[src/rtl/base_r_encoder.sv]
// 64b/66b transmit encoder: classifies each 64-bit MII word, frames it into a
// 66-bit block and tracks frame state, substituting error blocks on protocol violations.
module base_r_encoder #(
  parameter int ERR_CNT_W = 16
) (
  input  logic                 clk,
  input  logic                 i_rst_n,
  input  logic                 i_valid,
  input  logic [63:0]          i_mii_data,
  input  logic [7:0]           i_mii_ctrl,
  output logic                 o_valid,
  output logic [65:0]          o_tx_block,
  output logic                 o_seq_err,
  output logic [ERR_CNT_W-1:0] o_err_count,
  output logic [1:0]           o_fsm_state
);

  // Handshake: i_valid qualifies one MII word per cycle with no backpressure;
  // o_valid follows i_valid exactly one cycle later with the encoded block.

  localparam logic [7:0]  CH_S     = 8'hFB;
  localparam logic [7:0]  CH_T     = 8'hFD;
  localparam logic [7:0]  CH_I     = 8'h07;
  localparam logic [65:0] IDLE_BLK = {56'd0, 8'h1E, 2'b01};
  localparam logic [65:0] ERR_BLK  = {{8{7'h1E}}, 8'h1E, 2'b01};

  typedef enum logic [1:0] {
    ST_IDLE  = 2'd0,
    ST_FRAME = 2'd1,
    ST_ERR   = 2'd2
  } state_t;

  state_t state, state_next;

  logic        is_d, is_s, is_i, is_t, t_ok;
  logic [7:0]  t_type;
  logic [55:0] t_payload;
  logic [65:0] blk_next;
  logic        err_next;

  function automatic logic [7:0] t_type_of(input logic [2:0] k);
    case (k)
      3'd0:    t_type_of = 8'h87;
      3'd1:    t_type_of = 8'h99;
      3'd2:    t_type_of = 8'hAA;
      3'd3:    t_type_of = 8'hB4;
      3'd4:    t_type_of = 8'hCC;
      3'd5:    t_type_of = 8'hD2;
      3'd6:    t_type_of = 8'hE1;
      default: t_type_of = 8'hFF;
    endcase
  endfunction

  // Word classification; at most one terminate position can match a given ctrl mask.
  always_comb begin
    is_d      = (i_mii_ctrl == 8'h00);
    is_s      = (i_mii_ctrl == 8'h01) && (i_mii_data[7:0] == CH_S);
    is_i      = (i_mii_ctrl == 8'hFF) && (i_mii_data == {8{CH_I}});
    is_t      = 1'b0;
    t_ok      = 1'b0;
    t_type    = 8'h00;
    t_payload = 56'd0;
    for (int k = 0; k < 8; k++) begin
      t_ok = (i_mii_ctrl == 8'(8'hFF << k)) && (i_mii_data[8*k +: 8] == CH_T);
      for (int j = 0; j < 8; j++) begin
        if (j > k && i_mii_data[8*j +: 8] != CH_I) t_ok = 1'b0;
      end
      if (t_ok) begin
        is_t   = 1'b1;
        t_type = t_type_of(3'(k));
        for (int j = 0; j < 7; j++) begin
          if (j < k) t_payload[8*j +: 8] = i_mii_data[8*j +: 8];
        end
      end
    end
  end

  always_comb begin
    state_next = state;
    blk_next   = ERR_BLK;
    err_next   = 1'b0;
    case (state)
      ST_IDLE: begin
        if (is_i) begin
          blk_next = IDLE_BLK;
        end else if (is_s) begin
          blk_next   = {i_mii_data[63:8], 8'h78, 2'b01};
          state_next = ST_FRAME;
        end else begin
          err_next   = 1'b1;
          state_next = ST_ERR;
        end
      end
      ST_FRAME: begin
        if (is_d) begin
          blk_next = {i_mii_data, 2'b10};
        end else if (is_t) begin
          blk_next   = {t_payload, t_type, 2'b01};
          state_next = ST_IDLE;
        end else begin
          err_next   = 1'b1;
          state_next = ST_ERR;
        end
      end
      ST_ERR: begin
        if (is_i) begin
          blk_next   = IDLE_BLK;
          state_next = ST_IDLE;
        end else if (is_s) begin
          blk_next   = {i_mii_data[63:8], 8'h78, 2'b01};
          state_next = ST_FRAME;
        end else begin
          err_next = 1'b1;
        end
      end
      default: begin
        err_next   = 1'b1;
        state_next = ST_IDLE;
      end
    endcase
  end

  always_ff @(posedge clk or negedge i_rst_n) begin
    if (!i_rst_n) begin
      state       <= ST_IDLE;
      o_valid     <= 1'b0;
      o_seq_err   <= 1'b0;
      o_tx_block  <= IDLE_BLK;
      o_err_count <= '0;
    end else begin
      o_valid   <= i_valid;
      o_seq_err <= i_valid & err_next;
      if (i_valid) begin
        state      <= state_next;
        o_tx_block <= blk_next;
        if (err_next && o_err_count != '1) o_err_count <= o_err_count + 1'b1;
      end
    end
  end

  assign o_fsm_state = state;

endmodule

[config.mk]
export PLATFORM = sky130hd
export DESIGN_NAME = base_r_encoder
export DESIGN_NICKNAME = d
export VERILOG_FILES = /design/src/rtl/base_r_encoder.sv
export SDC_FILE = /design/constraint.sdc
export NUM_CORES = 1
export LEC_CHECK = 0
export ABC_CLOCK_PERIOD_IN_PS = 2100
export CORE_MARGIN = 5
export CORE_UTILIZATION = 42
export CTS_BUF_LIST = sky130_fd_sc_hd__clkbuf_16
export DETAILED_ROUTE_END_ITERATION = 8
export PLACE_DENSITY = 0.81
export SLEW_MARGIN = 30
export SYNTH_ARGS = -nofsm -noshare
export SYNTH_HDL_FRONTEND = slang
export SYNTH_SLANG_ARGS = --single-unit
[constraint.sdc]
create_clock -name clk -period 2.1 [get_ports clk]
set_clock_uncertainty 0.2 [all_clocks]
set_input_delay 0.21 -clock clk [delete_from_list [all_inputs] [get_ports clk]]
set_output_delay 0.21 -clock clk [all_outputs]
set_load 0.03 [all_outputs]
==> results.sh <==
export IMPL_final_nets=976
export IMPL_power_leakage_nw=3.914
export IMPL_ys_seq_area_share_pct=44.21
export IMPL_synth_edff_count=0
export IMPL_cp_num_buf_inv=3
export IMPL_grt_max_degree=46
export IMPL_peakVddDrop_mv=0.7947
export IMPL_dp_hpwl_mm=16.51
export IMPL_pwr_density_cell_nw_per_um2=509.1
export IMPL_critPathSlowestCell="or4_4"
export IMPL_grt_ovfl_total=0
export IMPL_layout_common_cells="buf_4 (164), clkdlybuf4s50_1 (108), dfrtp_1 (81)"
export IMPL_cp_top_family="simple AND/OR/NAND/NOR gates"
export IMPL_route_detailed_drc=0
export IMPL_worst_slew_pin_slew_ps=585.6
export IMPL_grt_pass1_wl_mm=36.32
export IMPL_row_count=39
export IMPL_diodes=0
export IMPL_layout_commonest_cell="buf_4"
export IMPL_rsz0062_at_grt="true"
export IMPL_initial_core_util_pct=42.76
export IMPL_avgSynthCellArea_um2=8.893
export IMPL_ios=161
export IMPL_clockBufferDepth=2
export IMPL_critical_path_class="in -> reg"
export IMPL_critical_path_cell_chain="buf_6 > or4_4 > or4_4 > buf_6 > nor2_4 > a31oi_4 > o21ai_4 > buf_12 > nor3_4 > mux2_4"
export IMPL_cts_tree="built"
export IMPL_die_h_um=117.8
export IMPL_place_congestion=0.9882
export IMPL_post_route_period_util_pct=123.6
export IMPL_netlist_area_um2=4882
export IMPL_max_slew_margin_pct=60.96
export IMPL_die_area_um2=13880
export IMPL_yosysTopAreaCell="dfrtp_1"
export IMPL_fmax_mhz=385.3
export IMPL_clk_pin_slew_ps=70
export IMPL_final_util_pct=82.05
export IMPL_cp_max_fo=6
export IMPL_maxCapViolations=0
export IMPL_start_kind="primary input"
export IMPL_r2r_slack_ps=-410
export IMPL_drt_iter0_markers=815
export IMPL_setup_slack_ps=-495.1
export IMPL_h_tree_depth=3
export IMPL_drtAntennaViolNets=0
export IMPL_required_ps=2140
export IMPL_numCtsBuffers=9
export IMPL_synth_net_count=625
export IMPL_ys_flop_type="dfrtp_1"
export IMPL_syn_to_final_growth_pct=91.90
export IMPL_grt_pass1_vias=6566
export IMPL_wire_per_inst_um=23.01
export IMPL_startpoint="i_mii_data[28]"
export IMPL_post_drt_via_cell_ratio=6.100
export IMPL_wirelength_mm=24.12
export IMPL_drive_above_1_share_pct=39.34
export IMPL_crit_path_end="o_err_count[1]"
export IMPL_synth_distinct_cells=59
export IMPL_grt_usage_pct=32.80
export IMPL_insertion_delay_ps=350
export IMPL_setup_violations=69
export IMPL_hold_viol=0
export IMPL_ys_top_cells_by_area="dfrtp_1 (42%), a31oi_1 (4.1%), o21ai_0 (4.0%)"
export IMPL_cts_root_buf="clkbuf_16"
export IMPL_period_needed_ps=2595
export IMPL_r2r_cells=8
export IMPL_design_core_area_um2=11420
export IMPL_status="finished, violations left"
export IMPL_die_w_um=117.8
export IMPL_rr_startpoint="o_err_count[1]"
export IMPL_crit_path_end_kind="register"
export IMPL_clkSinkCount=86
export IMPL_violations="negative setup slack"
export IMPL_arrival_ps=2640
export IMPL_drtPass1Iterations=9
export IMPL_hold_class="in -> reg"
export IMPL_dp_cells=989
export IMPL_synth_cells=549
export IMPL_cp_depth=10
export IMPL_final_cells=1048
export IMPL_synthArstFlopShare_pct=100.0
export IMPL_antenna_found_initial=0
export IMPL_vias=6393
export IMPL_yosysWarnings=0
export IMPL_r2r_end="o_err_count[1]"
export IMPL_yosysTopAreaCellShare_pct=41.52
export IMPL_synth_seq_cells=86
export IMPL_min_path_cells=3
export IMPL_port_buffers=160
export IMPL_critPathMaxStageDelay_ps=570
export IMPL_maxSlewViolCount=0
==> synth_stat cells (15+ instances only) <==
| master | number |
|---|---|
| o21ai_0 | 39 |
| nor3_1 | 15 |
| nand2_1 | 44 |
| clkbuf_1 | 20 |
| o22ai_1 | 16 |
| nor4_1 | 17 |
| dfrtp_1 | 81 |
| a31oi_1 | 32 |
| nor2_1 | 46 |
| nand3_1 | 21 |
| a21oi_1 | 22 |
| inv_1 | 25 |
| a22oi_1 | 23 |
==> kinds of logic (layout without fill, tap and decap cells) <==
logic type	Yosys count	in the layout	synth area share, %
simple gates	229	229	25.86
compound gates	163	163	21.84
flops	86	86	44.21
buf+inv	53	409	4.562
xor+xnor	14	14	2.512
mux	3	3	0.7687
fa+ha+maj	1	1	0.2562
==> how the worst min path moves through the flow <==
stage                                 end  slack [ps]           start
after floorplan            o_err_count[0]        -290         i_rst_n
after global placement    o_err_count[10]          30         i_rst_n
after detailed placement  o_err_count[10]          50         i_rst_n
after CTS                  o_tx_block[30]          40  i_mii_data[28]
after global routing       o_tx_block[30]          50  i_mii_data[28]
final                      o_tx_block[43]          30  i_mii_data[33]
==> where the power goes <==
group | switching [W] | leakage, nW | total (W) | internal, W
combinational | 0.000764 | 2.81 | 0.00143 | 0.000669
clock | 0.000703 | 0.128 | 0.00150 | 0.000792
sequential | 0.0000805 | 0.973 | 0.00184 | 0.00176
total | 0.00155 | 3.91 | 0.00477 | 0.00322
==> flip-flops by register name, summed over array words and instances (netlist names) <==
signal and cells:
o_err_count 16, o_seq_err 1, o_fsm_state 2, o_valid 1, o_tx_block 66
==> through the flow <==
step	total power (W)	hold slack [ps]	worst slack, ps	TNS, ps	instance area, um2
after floorplan	0.002335	-285.6	-556.6	-23810	5034
after global placement	0.003112	25.61	-1020	-73600	7973
after detailed placement	0.003158	45.52	-1081	-75780	7973
after CTS	0.004671	42.09	-585.5	-31500	8937
after global routing	0.004913	46.12	-549.7	-28470	9369
final	0.004769	27.75	-495.1	-25830	9369
==> worst reg2reg max path, delay by kind of cell, from the launching register on <==
| family | cells | cell delay (ps) |
|---|---|---|
| flip-flops | 1 | 410 |
| adder cells (fa/ha/maj) | 1 | 220 |
| AND/OR/NAND/NOR | 4 | 790 |
| buffers and inverters | 2 | 490 |
| multiplexers | 1 | 300 |
==> timing repair <==
item                       in CTS  in global routing
hold buffers                    1                  0
setup buffers                  31                 11
hold endpoints to repair       36                  0
pin swaps                      56                 53
gates resized for setup       184                 83
setup endpoints to repair      83                 82
gates cloned                    4                  0
==> layer usage <==
| layer | global-route usage [%] | vias to the layer above | wire [um] |
|---|---|---|---|
| met5 | 0 | - | 0 |
| met4 | 11.76 | 0 | 875 |
| met3 | 7.496 | 81 | 2032 |
| met2 | 54.00 | 413 | 11850 |
| met1 | 42.31 | 3136 | 9355 |
| li1 | - | 2763 | - |
==> layout make-up <==
| class | instances | area, um2 |
|---|---|---|
| Inverter | 25 | 93.84 |
| Multi-Input combinational cell | 410 | 3247 |
| Clock buffer | 9 | 225.2 |
| Timing Repair Buffer | 368 | 3425 |
| Tap cell | 143 | 178.9 |
| Clock inverter | 7 | 41.29 |
| Sequential cell | 86 | 2158 |
| Fill cell | 720 | 2049 |
(Power assumes the default switching activity.)
